[config.mk]
export PLATFORM = sky130hd
export DESIGN_NAME = pipe_stage_buf
export DESIGN_NICKNAME = d
export VERILOG_FILES = /design/src/rtl/pipe_stage_buf.sv
export SDC_FILE = /design/constraint.sdc
export NUM_CORES = 1
export LEC_CHECK = 0
export ABC_AREA = 1
export CAP_MARGIN = 40
export CORE_ASPECT_RATIO = 1.4
export CORE_UTILIZATION = 49
export CTS_BUF_LIST = sky130_fd_sc_hd__clkbuf_8
export DETAILED_ROUTE_END_ITERATION = 6
export GPL_ROUTABILITY_DRIVEN = 0
export PLACE_DENSITY_LB_ADDON = 0.08
export SYNTH_ARGS = -nofsm -noshare
export SYNTH_HDL_FRONTEND = slang
export SYNTH_SLANG_ARGS = --single-unit
[constraint.sdc]
create_clock -name clk -period 2.85 [get_ports clk]
set_clock_uncertainty 0.05 [all_clocks]
set_input_delay 0.4275 -clock clk [delete_from_list [all_inputs] [get_ports clk]]
set_output_delay 0.4275 -clock clk [all_outputs]
set_load 0.02 [all_outputs]
[src/rtl/pipe_stage_buf.sv]
// Handshaked pipeline stage register with flush-to-bubble and a saturating stall counter.
// Define PIPE_STAGE_SKID_EN to build the 2-entry skid version with a registered in_ready.
module pipe_stage_buf #(
    parameter int               WIDTH       = 32,
    parameter logic [WIDTH-1:0] BUBBLE_DATA = '0,
    parameter int               CNT_W       = 16
) (
    input  logic             clk,
    input  logic             reset,
    input  logic             flush,
    input  logic             in_valid,
    output logic             in_ready,
    input  logic [WIDTH-1:0] in_data,
    output logic             out_valid,
    input  logic             out_ready,
    output logic [WIDTH-1:0] out_data,
    output logic [CNT_W-1:0] stall_cnt
);

    localparam logic [CNT_W-1:0] CNT_MAX = '1;
    localparam logic [CNT_W-1:0] CNT_ONE = CNT_W'(1);

    logic             push_s;
    logic             pop_s;
    logic [CNT_W-1:0] stall_cnt_q;
    logic [CNT_W-1:0] stall_cnt_d;

    assign pop_s     = out_valid && out_ready;
    assign push_s    = in_valid && in_ready && !flush;
    assign stall_cnt = stall_cnt_q;

    // Stall counter next state: saturates, and flush deliberately leaves it alone
    always_comb begin
        stall_cnt_d = stall_cnt_q;
        if (out_valid && !out_ready && (stall_cnt_q != CNT_MAX)) begin
            stall_cnt_d = stall_cnt_q + CNT_ONE;
        end else begin
            stall_cnt_d = stall_cnt_q;
        end
    end

    // Stall counter register
    always_ff @(posedge clk) begin
        if (reset) begin
            stall_cnt_q <= '0;
        end else begin
            stall_cnt_q <= stall_cnt_d;
        end
    end

`ifdef PIPE_STAGE_SKID_EN
    typedef enum logic [1:0] {
        ST_EMPTY = 2'd0,
        ST_ONE   = 2'd1,
        ST_FULL  = 2'd2
    } state_t;

    state_t           state_q;
    state_t           state_d;
    logic [WIDTH-1:0] main_data_q;
    logic [WIDTH-1:0] main_data_d;
    logic [WIDTH-1:0] skid_data_q;
    logic [WIDTH-1:0] skid_data_d;
    logic             in_ready_q;
    logic             in_ready_d;

    // Occupancy FSM; main always holds the head so out_data needs no mux
    always_comb begin
        state_d     = state_q;
        main_data_d = main_data_q;
        skid_data_d = skid_data_q;
        if (flush) begin
            state_d     = ST_EMPTY;
            main_data_d = BUBBLE_DATA;
            skid_data_d = BUBBLE_DATA;
        end else begin
            case (state_q)
                ST_EMPTY: begin
                    if (push_s) begin
                        state_d     = ST_ONE;
                        main_data_d = in_data;
                    end else begin
                        state_d = ST_EMPTY;
                    end
                end
                ST_ONE: begin
                    if (push_s && !pop_s) begin
                        state_d     = ST_FULL;
                        skid_data_d = in_data;
                    end else if (pop_s && !push_s) begin
                        state_d     = ST_EMPTY;
                        main_data_d = BUBBLE_DATA;
                    end else if (push_s && pop_s) begin
                        main_data_d = in_data;
                    end else begin
                        state_d = ST_ONE;
                    end
                end
                ST_FULL: begin
                    if (pop_s) begin
                        state_d     = ST_ONE;
                        main_data_d = skid_data_q;
                        skid_data_d = BUBBLE_DATA;
                    end else begin
                        state_d = ST_FULL;
                    end
                end
                default: begin
                    state_d     = ST_EMPTY;
                    main_data_d = BUBBLE_DATA;
                    skid_data_d = BUBBLE_DATA;
                end
            endcase
        end
        in_ready_d = (state_d != ST_FULL);
    end

    // State and payload registers
    always_ff @(posedge clk) begin
        if (reset) begin
            state_q     <= ST_EMPTY;
            main_data_q <= BUBBLE_DATA;
            skid_data_q <= BUBBLE_DATA;
            in_ready_q  <= 1'b1;
        end else begin
            state_q     <= state_d;
            main_data_q <= main_data_d;
            skid_data_q <= skid_data_d;
            in_ready_q  <= in_ready_d;
        end
    end

    assign in_ready  = in_ready_q;
    assign out_valid = (state_q != ST_EMPTY);
    assign out_data  = main_data_q;
`else
    logic             main_valid_q;
    logic             main_valid_d;
    logic [WIDTH-1:0] main_data_q;
    logic [WIDTH-1:0] main_data_d;

    // Single entry; data returns to bubble whenever the entry empties
    always_comb begin
        main_valid_d = main_valid_q;
        main_data_d  = main_data_q;
        if (flush) begin
            main_valid_d = 1'b0;
            main_data_d  = BUBBLE_DATA;
        end else if (push_s) begin
            main_valid_d = 1'b1;
            main_data_d  = in_data;
        end else if (pop_s) begin
            main_valid_d = 1'b0;
            main_data_d  = BUBBLE_DATA;
        end else begin
            main_valid_d = main_valid_q;
            main_data_d  = main_data_q;
        end
    end

    // Main entry registers
    always_ff @(posedge clk) begin
        if (reset) begin
            main_valid_q <= 1'b0;
            main_data_q  <= BUBBLE_DATA;
        end else begin
            main_valid_q <= main_valid_d;
            main_data_q  <= main_data_d;
        end
    end

    assign in_ready  = !main_valid_q || out_ready;
    assign out_valid = main_valid_q;
    assign out_data  = main_data_q;
`endif

endmodule

# Word-level counts from Yosys, hierarchy flattened
# Cells that the tools add are included.
[classes] n_reduce_logical=11 n_eq_ne=1 addsub=1 muxes=4
[ops] operator="32-bit two-way mux" n=2
[ops] operator="16-bit by 1-bit adder with 16-bit output (second input constant)" n=1
[ops] operator="16-bit inequality test (second input constant)" n=1
[ops] operator="1-bit logical AND" n=5
[ops] operator="1-bit logical NOT" n=3
[ops] operator="1-bit two-way mux" n=2
[ops] operator="2-bit nonzero test" n=1
[ops] operator="2-bit OR reduction" n=1
[ops] operator="1-bit logical OR" n=1
[totals] reg_bits=49 output_inout_bits=50 input_bits=37 elab_cells=20

# Depth between registers and ports, before layout
# Gate-level depths: netlist (run 1).
[logic_depth] word_depth=5 depth_mapped=9 mapped_depth_nobuf=9

# Worst setup path before layout (run 1)
# No wires, ideal clock.
[synth_timing] path_type="register -> register" start="register stall_cnt_q[1] (netlist: stall_cnt[1])" end="register stall_cnt_q[15] (netlist: stall_cnt[15])" arrival_time_ps=1371 path_buffers=1 slack_ps=1314 stages_incl_launch_ff=8 setup_time_ps=115 cell_sequence="dfxtp_1 -> ha_1 -> inv_1 -> nor2_4 -> nand4_4 -> buf_6 -> a21oi_1 -> nor2_1"
[synth_between] elab_chain_len=2 elab_cells_between_ends=3
[synth_rtl] item="start, declared" line_no="25" text="logic [CNT_W-1:0] stall_cnt_q;"
[synth_rtl] item="start signal, assigned" line_no="47" text="stall_cnt_q <= stall_cnt_d;"
[synth_rtl] item="parallel branches: the longest is 2 deep, another holds 16-bit by 1-bit adder with 16-bit output"
# Parallel ways; which one is timed is not known.
# A chain may end at the register's enable or synchronous reset.

# Worst setup path after layout (run 1)
[layout_timing] start="input out_ready" end="output in_ready"
[layout_between] elab_chain_len=1
[layout_rtl] item="start, declared" line_no="15" text="input logic out_ready,"
[layout_rtl] item="1-bit logical OR" line_no="172" text="assign in_ready = !main_valid_q || out_ready;"
[layout_rtl] item="end, declared" line_no="12" text="output logic in_ready,"
# No other way between the ends.

==> results of run 1 <==
-- worst max-delay path by stage --
stage,startpoint,to,cells after the start
global placement,out_ready,out_data[18]$_SDFFE_PP0P_,8
detailed placement,out_ready,out_data[16]$_SDFFE_PP0P_,8
CTS,out_ready,in_ready,4
floorplan,stall_cnt[1]$_SDFFE_PP0P_,stall_cnt[15]$_SDFFE_PP0P_,7
finish,out_ready,in_ready,4
global route,out_ready,in_ready,4
-- cell families (layout without fill, tap and decap cells) --
| family | Yosys count | after routing | synth area share [%] |
|---|---|---|---|
| buffers and inverters | 44 | 124 | 8.06 |
| adders and majority gates | 1 | 1 | 0.534 |
| AOI/OAI and AO/OA | 44 | 44 | 9.39 |
| and+or+nand+nor | 180 | 180 | 40.2 |
| DFF | 49 | 49 | 41.8 |
-- per-stage QoR --
step	std cells	cell area (sq um)	worst slack, ns	hold slack [ns]
floorplan	318	2340	1.31	0.447
global placement	452	3240	0.729	0.416
detailed placement	452	3240	0.696	0.424
CTS	460	3320	0.744	0.436
global route	460	3320	0.716	0.458
finish	460	3320	0.751	0.431
-- registers in the layout, indices dropped and copies added, names as in the netlist --
| register | cells |
|---|---|
| out_data | 32 |
| stall_cnt | 16 |
| out_valid | 1 |
-- cell type report --
cell class | instances | share of cell area (%)
clock inverters | 3 | 0.339
repair buffers | 94 | 27.8
flip-flops and latches | 49 | 29.6
clock buffers | 5 | 2.07
well taps | 62 | 2.34
multi-input cells | 225 | 35.4
inverters | 22 | 2.49
-- cells in the mapped netlist, drive strengths merged --
cell	n	area (sq um)
clkinv	1	3.75
nor2	44	210
nand3	48	260
and2	1	6.26
o21ai	3	15.0
ha	1	12.5
nand2	49	204
nor3	2	15.0
buf	14	76.3
dfxtp	49	981
nor3b	1	12.5
a21oi	41	205
clkbuf	8	30.0
nand4	35	234
inv	21	78.8
-- power groups by stage --
stage	sequential, mW	combinational [mW]	clock, mW
finish	0.701	0.160	0.379
global route	0.703	0.172	0.416
CTS	0.701	0.160	0.390
detailed placement	0.717	0.159	0
global placement	0.717	0.158	0
floorplan	0.730	0.0589	0
-- worst reg2reg max path: stages, from the launching register on --
cell and delay (ns):
dfxtp_1 0.38, nand2_2 0.08, buf_4 0.26, nand3_1 0.14, buf_4 0.34, nand3_1 0.14, a21oi_1 0.15
-- layer usage --
layer | wire [um] | up-vias | share of wire, % | track usage, %
met5 | 0 | - | 0 | 0
met4 | 102 | 0 | 1.7 | 9.09
met3 | 298 | 10 | 4.9 | 5.89
met2 | 3310 | 80 | 54 | 43.0
met1 | 2420 | 1177 | 39 | 29.7
li1 | - | 1239 | - | -
==> impl_metrics.csv, run 1 <==
group,metric,value,unit
power,p_int,0.942,mW
power,switching_power,0.299,mW
cells_and_area,syn2layout_area_growth,41.5,%
worst_setup_path,crit_slowest_cell,"clkdlybuf4s50_1",
floorplanning,coreArea,4570,sq um
cts,htree_levels,2,
sta,rsz0062_at_grt,"false",
power,clockPowerShare,30.6,%
sta,min_period,2.10,ns
worst_setup_path,cp_slowest_stage_delay,0.61,ns
cts,path_clk_slew,0.08,ns
placed_design,io_buffers,86,
worst_setup_path,crit_required,2.37,ns
cts,cts_sinks,49,
routing,ant_nets,0,
cts,root_buffer,"clkbuf_8",
cts,clk_latency,0.29,ns
floorplanning,pin_count,87,
power,vdd_drop_max,0.000287,V
cells_and_area,fin_nets,435,
floorplanning,initial_core_util,51.3,%
worst_setup_path,reg2reg_slack,1.26,ns
power,combPwrFrac,12.9,%
power,swShare,24.1,%
yosys,yosys_warnings,0,
worst_setup_path,critPathKind,"input pin to output pin",
cts,cts_tree,"yes",
yosys,seq_area_frac_synth,41.8,%
yosys,ys_ff_latch,49,
global_routing,grt_overflow,0,
routing,firstDrtPassIters,4,
worst_setup_path,worst_setup_path_end_kind,"output pin",
worst_setup_path,path_buf_inv,3,
floorplanning,die_w,60.5,um
worst_setup_path,cp-start-kind,"input pin",
cells_and_area,final_cell_mix,"86 x clkdlybuf4s50_1, 49 x dfxtp_1, 44 x nand3_1",
cells_and_area,final_common_cell,"clkdlybuf4s50_1",
worst_setup_path,r2r_start,"out_valid$_SDFFE_PP0P_",
floorplanning,die_y,83.9,um
sta,drv_slew,0,
cts,cts_resized,0,
cts,cts_max_path_buffers,2,
cts,cts_inserted_buffers,5,
cts,holdBufCountCts,0,
min_path,min_to,"out_data[28]$_SDFFE_PP0P_",
worst_setup_path,reg2reg_to,"out_data[23]$_SDFFE_PP0P_",
sta,tns,0,ns
floorplanning,floorplan.die_area,5070,sq um
worst_setup_path,crit_chain,"clkdlybuf4s50_1 -> inv_1 -> nand2_2 -> clkdlybuf4s50_1",
sta,max_slew_margin,73.3,%
cells_and_area,num-fill-cells,418,
global_routing,grt_pass1_wl,9.85,mm
global_routing,grt_pass1_vias,2239,
cells_and_area,multiInputGateArea,1170,sq um
flow_run,drv_cap,0,
sta,fin_crit_sh,73.7,%
yosys,synth.avg_cell_area,7.37,sq um
global_routing,antenna_found_initial,0,
cells_and_area,final_util,72.6,%
sta,fmax,476,MHz
routing,wl_per_cell,13.3,um
yosys,synth_nets,356,
min_path,hp-class,"flip-flop to flip-flop",
placed_design,dp_hpwl,4.30,mm
yosys,syn_area,2340,sq um
cells_and_area,antenna_cells,0,
sta,worstMarginPinSlew,0.400,ns
routing,wl,6.13,mm
routing,vias_per_cell,5.45,
cells_and_area,drive_above_1_share,9.55,%
cells_and_area,regArea,981,sq um
cts,cts_setup_buffers,0,
min_path,hold_start,"out_data[28]$_SDFFE_PP0P_",
global_routing,grt_max_degree,41,
yosys,ys_types,26,
outcome,status,"complete, no violations",
power,report.power.total,1.24,mW
power,power_density,374,nW/um^2
worst_setup_path,reg2regPathDepth,6,
routing,drt_iter0_markers,111,
routing,drcViolationCount,0,
worst_setup_path,path_common_cell,"clkdlybuf4s50_1",
min_path,holdPathStages,2,
floorplanning,std_cell_rows,29,
yosys,syn_inst,318,
worst_setup_path,cp_max_fo,2,
power,p_seq_share,56.5,%
global_routing,grt_use_total,25.2,%
routing,vias,2506,
worst_setup_path,arrival,1.62,ns
sta,finalSetupViolCount,0,
power,power_leakage,1.18,nW
worst_setup_path,cpLargestDelayFamily,"buffers and inverters",
sta,finalHoldViolCount,0,
No activity file was read; power rests on OpenSTA's default activity.
==> run 2, diff against run 1 <==
--- a/config.mk
+++ b/config.mk
@@ -8,7 +8,7 @@
 export ABC_AREA = 1
 export CAP_MARGIN = 40
 export CORE_ASPECT_RATIO = 1.4
-export CORE_UTILIZATION = 49
+export CORE_UTILIZATION = 46
 export CTS_BUF_LIST = sky130_fd_sc_hd__clkbuf_8
 export DETAILED_ROUTE_END_ITERATION = 6
 export GPL_ROUTABILITY_DRIVEN = 0
==> constraint.sdc (replaced) <==
create_clock -name clk -period 2.1 [get_ports clk]
set_clock_uncertainty 0.05 [all_clocks]
set_input_delay 0.315 -clock clk [delete_from_list [all_inputs] [get_ports clk]]
set_output_delay 0.315 -clock clk [all_outputs]
set_load 0.02 [all_outputs]
==> run 2 against run 1 <==
Utilization is 3.2 points lower. Routed wire length fell by 0.26%. Critical path depth stayed put. Clock power grew 72%. Die area rose by 6.3%. Global-route usage is 1.4 points lower. Largest power group unchanged.
==> impl_metrics.csv, run 2 (same netlist as run 1, synthesis figures left out) <==
group,metric,value,unit
sta,min_period,1.86,ns
routing,vias_per_cell,5.37,
sta,finalHoldViolCount,0,
routing,drt_iter0_markers,115,
global_routing,grt_busiest_layer,"met2",
sta,worstMarginPinSlew,0.368,ns
floorplanning,die_w,62.3,um
routing,firstDrtPassIters,4,
cts,clk_latency,0.30,ns
power,power_density,540,nW/um^2
sta,max_slew_margin,75.4,%
cts,path_clk_slew,0.09,ns
worst_setup_path,worst_setup_path_end_kind,"output pin",
worst_setup_path,reg2reg_to,"stall_cnt[9]$_SDFFE_PP0P_",
worst_setup_path,critPathKind,"input pin to output pin",
routing,drcViolationCount,0,
flow_run,drv_cap,0,
min_path,hold_start,"out_data[13]$_SDFFE_PP0P_",
power,vdd_drop_max,0.000439,V
floorplanning,coreArea,4880,sq um
placed_design,dp_hpwl,4.47,mm
sta,fin_crit_sh,88.5,%
cells_and_area,final_cell_mix,"86 x clkdlybuf4s50_1, 49 x dfxtp_1, 44 x nand3_1",
cts,root_buffer,"clkbuf_8",
cells_and_area,fin_nets,439,
cts,cts_max_path_buffers,2,
floorplanning,die_y,86.5,um
min_path,holdPathStages,2,
cells_and_area,multiInputGateArea,1170,sq um
global_routing,gr-usage-met1,25.7,%
floorplanning,std_cell_rows,30,
min_path,min_to,"out_data[13]$_SDFFE_PP0P_",
global_routing,grt_util_met2,44.5,%
worst_setup_path,arrival,1.49,ns
power,power_leakage,1.20,nW
worst_setup_path,cp-start-kind,"input pin",
cells_and_area,largest_reg_flops,32,
floorplanning,pin_count,87,
min_path,hp-class,"flip-flop to flip-flop",
global_routing,antenna_found_initial,0,
cells_and_area,regArea,981,sq um
sta,tns,0,ns
floorplanning,floorplan.die_area,5390,sq um
sta,rsz0062_at_grt,"false",
cells_and_area,final_util,69.4,%
cells_and_area,syn2layout_area_growth,44.4,%
sta,finalSetupViolCount,0,
worst_setup_path,reg2reg_slack,0.55,ns
cells_and_area,drive_above_1_share,11.0,%
cells_and_area,num-fill-cells,423,
routing,wl_per_cell,13.1,um
global_routing,grt_max_degree,34,
cts,cts_tree,"yes",
global_routing,grt_pass1_wl,10.2,mm
outcome,status,"complete, no violations",
cts,htree_levels,2,
global_routing,grt_overflow,0,
worst_setup_path,crit_required,1.74,ns
sta,fmax,538,MHz
power,report.power.total,1.83,mW
sta,drv_slew,0,
cells_and_area,final_common_cell,"clkdlybuf4s50_1",
cts,cts_setup_buffers,0,
worst_setup_path,reg2regPathDepth,8,
placed_design,placed_area,3280,sq um
placed_design,io_buffers,86,
global_routing,grt_util_met3,5.53,%
global_routing,grt_use_total,23.7,%
worst_setup_path,cp_max_fo,2,
floorplanning,initial_core_util,48.1,%
cts,cts_sinks,49,
routing,wl,6.11,mm
cells_and_area,antenna_cells,0,
routing,ant_nets,0,
worst_setup_path,r2r_start,"stall_cnt[0]$_SDFFE_PP0P_",
routing,vias,2496,
global_routing,grt_pass1_vias,2343,
cts,cts_inserted_buffers,5,
cells_and_area,postLayoutCellArea,3390,sq um
cts,cts_resized,0,
cts,holdBufCountCts,0,
-- run 2: cell count changes in the layout (fill, tap and decap cells not counted) --
cell / delta
buf_12: +1
buf_4: +3
bufinv_16: +1
clkinv_2: +1
inv_1: -3
-- run 2: worst max path at each step --
stage	to	cells after the start	from
2_1_floorplan	stall_cnt[15]$_SDFFE_PP0P_	7	stall_cnt[1]$_SDFFE_PP0P_
3_3_place_gp	in_ready	4	out_ready
3_5_place_dp	stall_cnt[13]$_SDFFE_PP0P_	10	out_ready
4_1_cts	in_ready	4	out_ready
5_1_grt	in_ready	4	out_ready
6_report	in_ready	4	out_ready
-- run 2: critical path: stages --
cell             delay, ns
clkdlybuf4s50_1       0.47
inv_1                 0.05
nand2_2               0.05
clkdlybuf4s50_1       0.60
-- run 2: through the flow --
step	setup WS (ns)	hold WS, ns	instances
after global placement	0.235	0.415	458
after floorplan	0.564	0.335	318
after global routing	0.182	0.449	465
after detailed placement	0.222	0.423	458
after CTS	0.230	0.434	465
final	0.241	0.430	465
-- run 2: power breakdown --
| group | internal [mW] | total (mW) | switching, mW | leakage [nW] |
|---|---|---|---|---|
| clock | 0.347 | 0.652 | 0.306 | 0.0540 |
| combinational | 0.119 | 0.223 | 0.104 | 0.753 |
| sequential | 0.943 | 0.952 | 0.00861 | 0.396 |
-- run 2: routing by layer --
| metal | share of wire, % | wire length, um | vias to the layer above |
|---|---|---|---|
| met1 | 39 | 2370 | 1168 |
| met2 | 55 | 3340 | 71 |
| met3 | 5.1 | 309 | 9 |
| li1 | - | - | 1248 |
| met5 | 0 | 0 | - |
| met4 | 1.4 | 87 | 0 |
-- run 2: area by class of cell --
cell class                      count  area share, %
Sequential cell                    49           29.0
Inverter                           22           2.44
Timing Repair Buffer               98           28.5
Tap cell                           64           2.37
Clock buffer                        5           2.03
Multi-Input combinational cell    225           34.7
Clock inverter                      2           1.03
==> run 3, diff against run 2 <==
--- a/config.mk
+++ b/config.mk
@@ -8,10 +8,11 @@
 export ABC_AREA = 1
 export CAP_MARGIN = 40
 export CORE_ASPECT_RATIO = 1.4
-export CORE_UTILIZATION = 46
+export CORE_UTILIZATION = 49
 export CTS_BUF_LIST = sky130_fd_sc_hd__clkbuf_8
 export DETAILED_ROUTE_END_ITERATION = 6
 export GPL_ROUTABILITY_DRIVEN = 0
+export HOLD_SLACK_MARGIN = 0.08
 export PLACE_DENSITY_LB_ADDON = 0.08
 export SYNTH_ARGS = -nofsm -noshare
 export SYNTH_HDL_FRONTEND = slang
==> constraint.sdc (replaced) <==
create_clock -name clk -period 2.25 [get_ports clk]
set_clock_uncertainty 0.05 [all_clocks]
set_input_delay 0.3375 -clock clk [delete_from_list [all_inputs] [get_ports clk]]
set_output_delay 0.3375 -clock clk [all_outputs]
set_load 0.02 [all_outputs]
==> run 3 against run 2 <==
Flip-flop and latch count unchanged. Cell count decreased by 0.86%. Utilization increased by 4.4 points. Largest power group unchanged. Critical path type unchanged. Critical path depth unchanged. Final area decreased by 0.37%.
==> impl_metrics.csv, run 3 (same netlist as run 1, synthesis figures left out) <==
group,metric,value,unit
worst_setup_path,arrival,1.53,ns
floorplanning,die_w,60.5,um
routing,drcViolationCount,0,
sta,rsz0062_at_grt,"false",
cells_and_area,final_common_cell,"clkdlybuf4s50_1",
global_routing,grt_overflow,0,
cts,cts_resized,0,
worst_setup_path,crit_chain,"clkdlybuf4s50_1 -> inv_1 -> nand2_2 -> clkdlybuf4s50_1",
worst_setup_path,path_common_cell,"clkdlybuf4s50_1",
floorplanning,coreArea,4570,sq um
global_routing,grt_busiest_layer,"met2",
floorplanning,pin_count,87,
sta,hold-worst-slack,0.435,ns
routing,firstDrtPassIters,4,
floorplanning,die_y,83.9,um
worst_setup_path,cp_max_fo,2,
sta,fin_ws,0.330,ns
cts,cts_inserted_buffers,5,
global_routing,grt_use_total,26.8,%
global_routing,grt_pass1_vias,2310,
cts,root_buffer,"clkbuf_8",
sta,min_period,1.92,ns
cells_and_area,drive_above_1_share,10.3,%
worst_setup_path,cp-start-kind,"input pin",
cts,cts_sinks,49,
power,power_leakage,1.20,nW
worst_setup_path,cp_slowest_stage_delay,0.61,ns
routing,wl_per_cell,14.0,um
cts,clk_latency,0.30,ns
global_routing,gr-usage-met1,29.8,%
routing,drt_iter0_markers,126,
sta,worstMarginPinSlew,0.354,ns
cts,cts_tree,"yes",
placed_design,dp_hpwl,4.52,mm
power,vdd_drop_max,0.000493,V
flow_run,drv_cap,0,
worst_setup_path,critPathKind,"input pin to output pin",
sta,finalSetupViolCount,0,
cells_and_area,syn2layout_area_growth,43.9,%
placed_design,placed_area,3260,sq um
worst_setup_path,crit_slowest_cell,"clkdlybuf4s50_1",
sta,drv_slew,0,
global_routing,grt_util_met2,46.8,%
cts,cts_setup_buffers,0,
placed_design,io_buffers,86,
placed_design,dp_cells,453,
cts,cts_max_path_buffers,2,
global_routing,antenna_found_initial,0,
cts,htree_levels,2,
floorplanning,floorplan.die_area,5070,sq um
outcome,status,"complete, no violations",
routing,wl,6.47,mm
cells_and_area,final_util,73.8,%
power,power_density,518,nW/um^2
global_routing,grt_util_met3,7.13,%
sta,fmax,521,MHz
power,report.power.total,1.75,mW
sta,finalHoldViolCount,0,
sta,max_slew_margin,76.4,%
routing,vias,2492,
placed_design,dp_slack,0.260,ns
global_routing,grt_max_degree,34,
cts,path_clk_slew,0.08,ns
cells_and_area,num-fill-cells,400,
cells_and_area,antenna_cells,0,
worst_setup_path,crit_required,1.86,ns
worst_setup_path,worst_setup_path_end_kind,"output pin",
floorplanning,std_cell_rows,29,
cells_and_area,final_cell_mix,"86 x clkdlybuf4s50_1, 49 x dfxtp_1, 44 x nand3_1",
routing,vias_per_cell,5.41,
sta,fin_crit_sh,85.3,%
cells_and_area,postLayoutCellArea,3370,sq um
routing,ant_nets,0,
cells_and_area,stdcell_count,461,
global_routing,grt_pass1_wl,10.3,mm
cts,holdBufCountCts,0,
cells_and_area,largest_reg_flops,32,
sta,tns,0,ns
floorplanning,initial_core_util,51.3,%
cells_and_area,fin_nets,436,
min_path,hp-class,"flip-flop to flip-flop",
run 3: layout make-up:
type	instances	area [sq um]	share of cell area (%)
clock buffers	6	82.6	2.45
repair buffers	95	941	27.9
flip-flops and latches	49	981	29.1
inverters	22	82.6	2.45
clock inverters	2	33.8	1.00
well taps	62	77.6	2.30
multi-input cells	225	1170	34.8
run 3: worst paths after layout:
check	start	end	slack (ns)	cells after the start
max	out_ready	in_ready	0.33	4
min	out_data[10]$_SDFFE_PP0P_	out_data[10]$_SDFFE_PP0P_	0.43	2
max reg2reg	stall_cnt[0]$_SDFFE_PP0P_	stall_cnt[15]$_SDFFE_PP0P_	0.67	6
min reg2reg	out_data[10]$_SDFFE_PP0P_	out_data[10]$_SDFFE_PP0P_	0.43	2
run 3: where the power goes:
part | internal [mW] | total [mW] | switching (mW) | leakage (nW)
Clock | 0.358 | 0.654 | 0.295 | 0.0626
Combinational | 0.108 | 0.206 | 0.0980 | 0.739
Sequential | 0.880 | 0.889 | 0.00848 | 0.396
Total | 1.35 | 1.75 | 0.402 | 1.20
run 3: per-layer routing:
| metal | part of all wire, % | up-vias |
|---|---|---|
| li1 | - | 1242 |
| met1 | 39 | 1163 |
| met2 | 54 | 75 |
| met3 | 5.0 | 12 |
| met4 | 2.1 | 0 |
| met5 | 0 | - |
run 3: critical path, delay by kind of cell:
kind	cells	cell delay [ns]
buffers and inverters	3	1.14
and+or+nand+nor	1	0.06
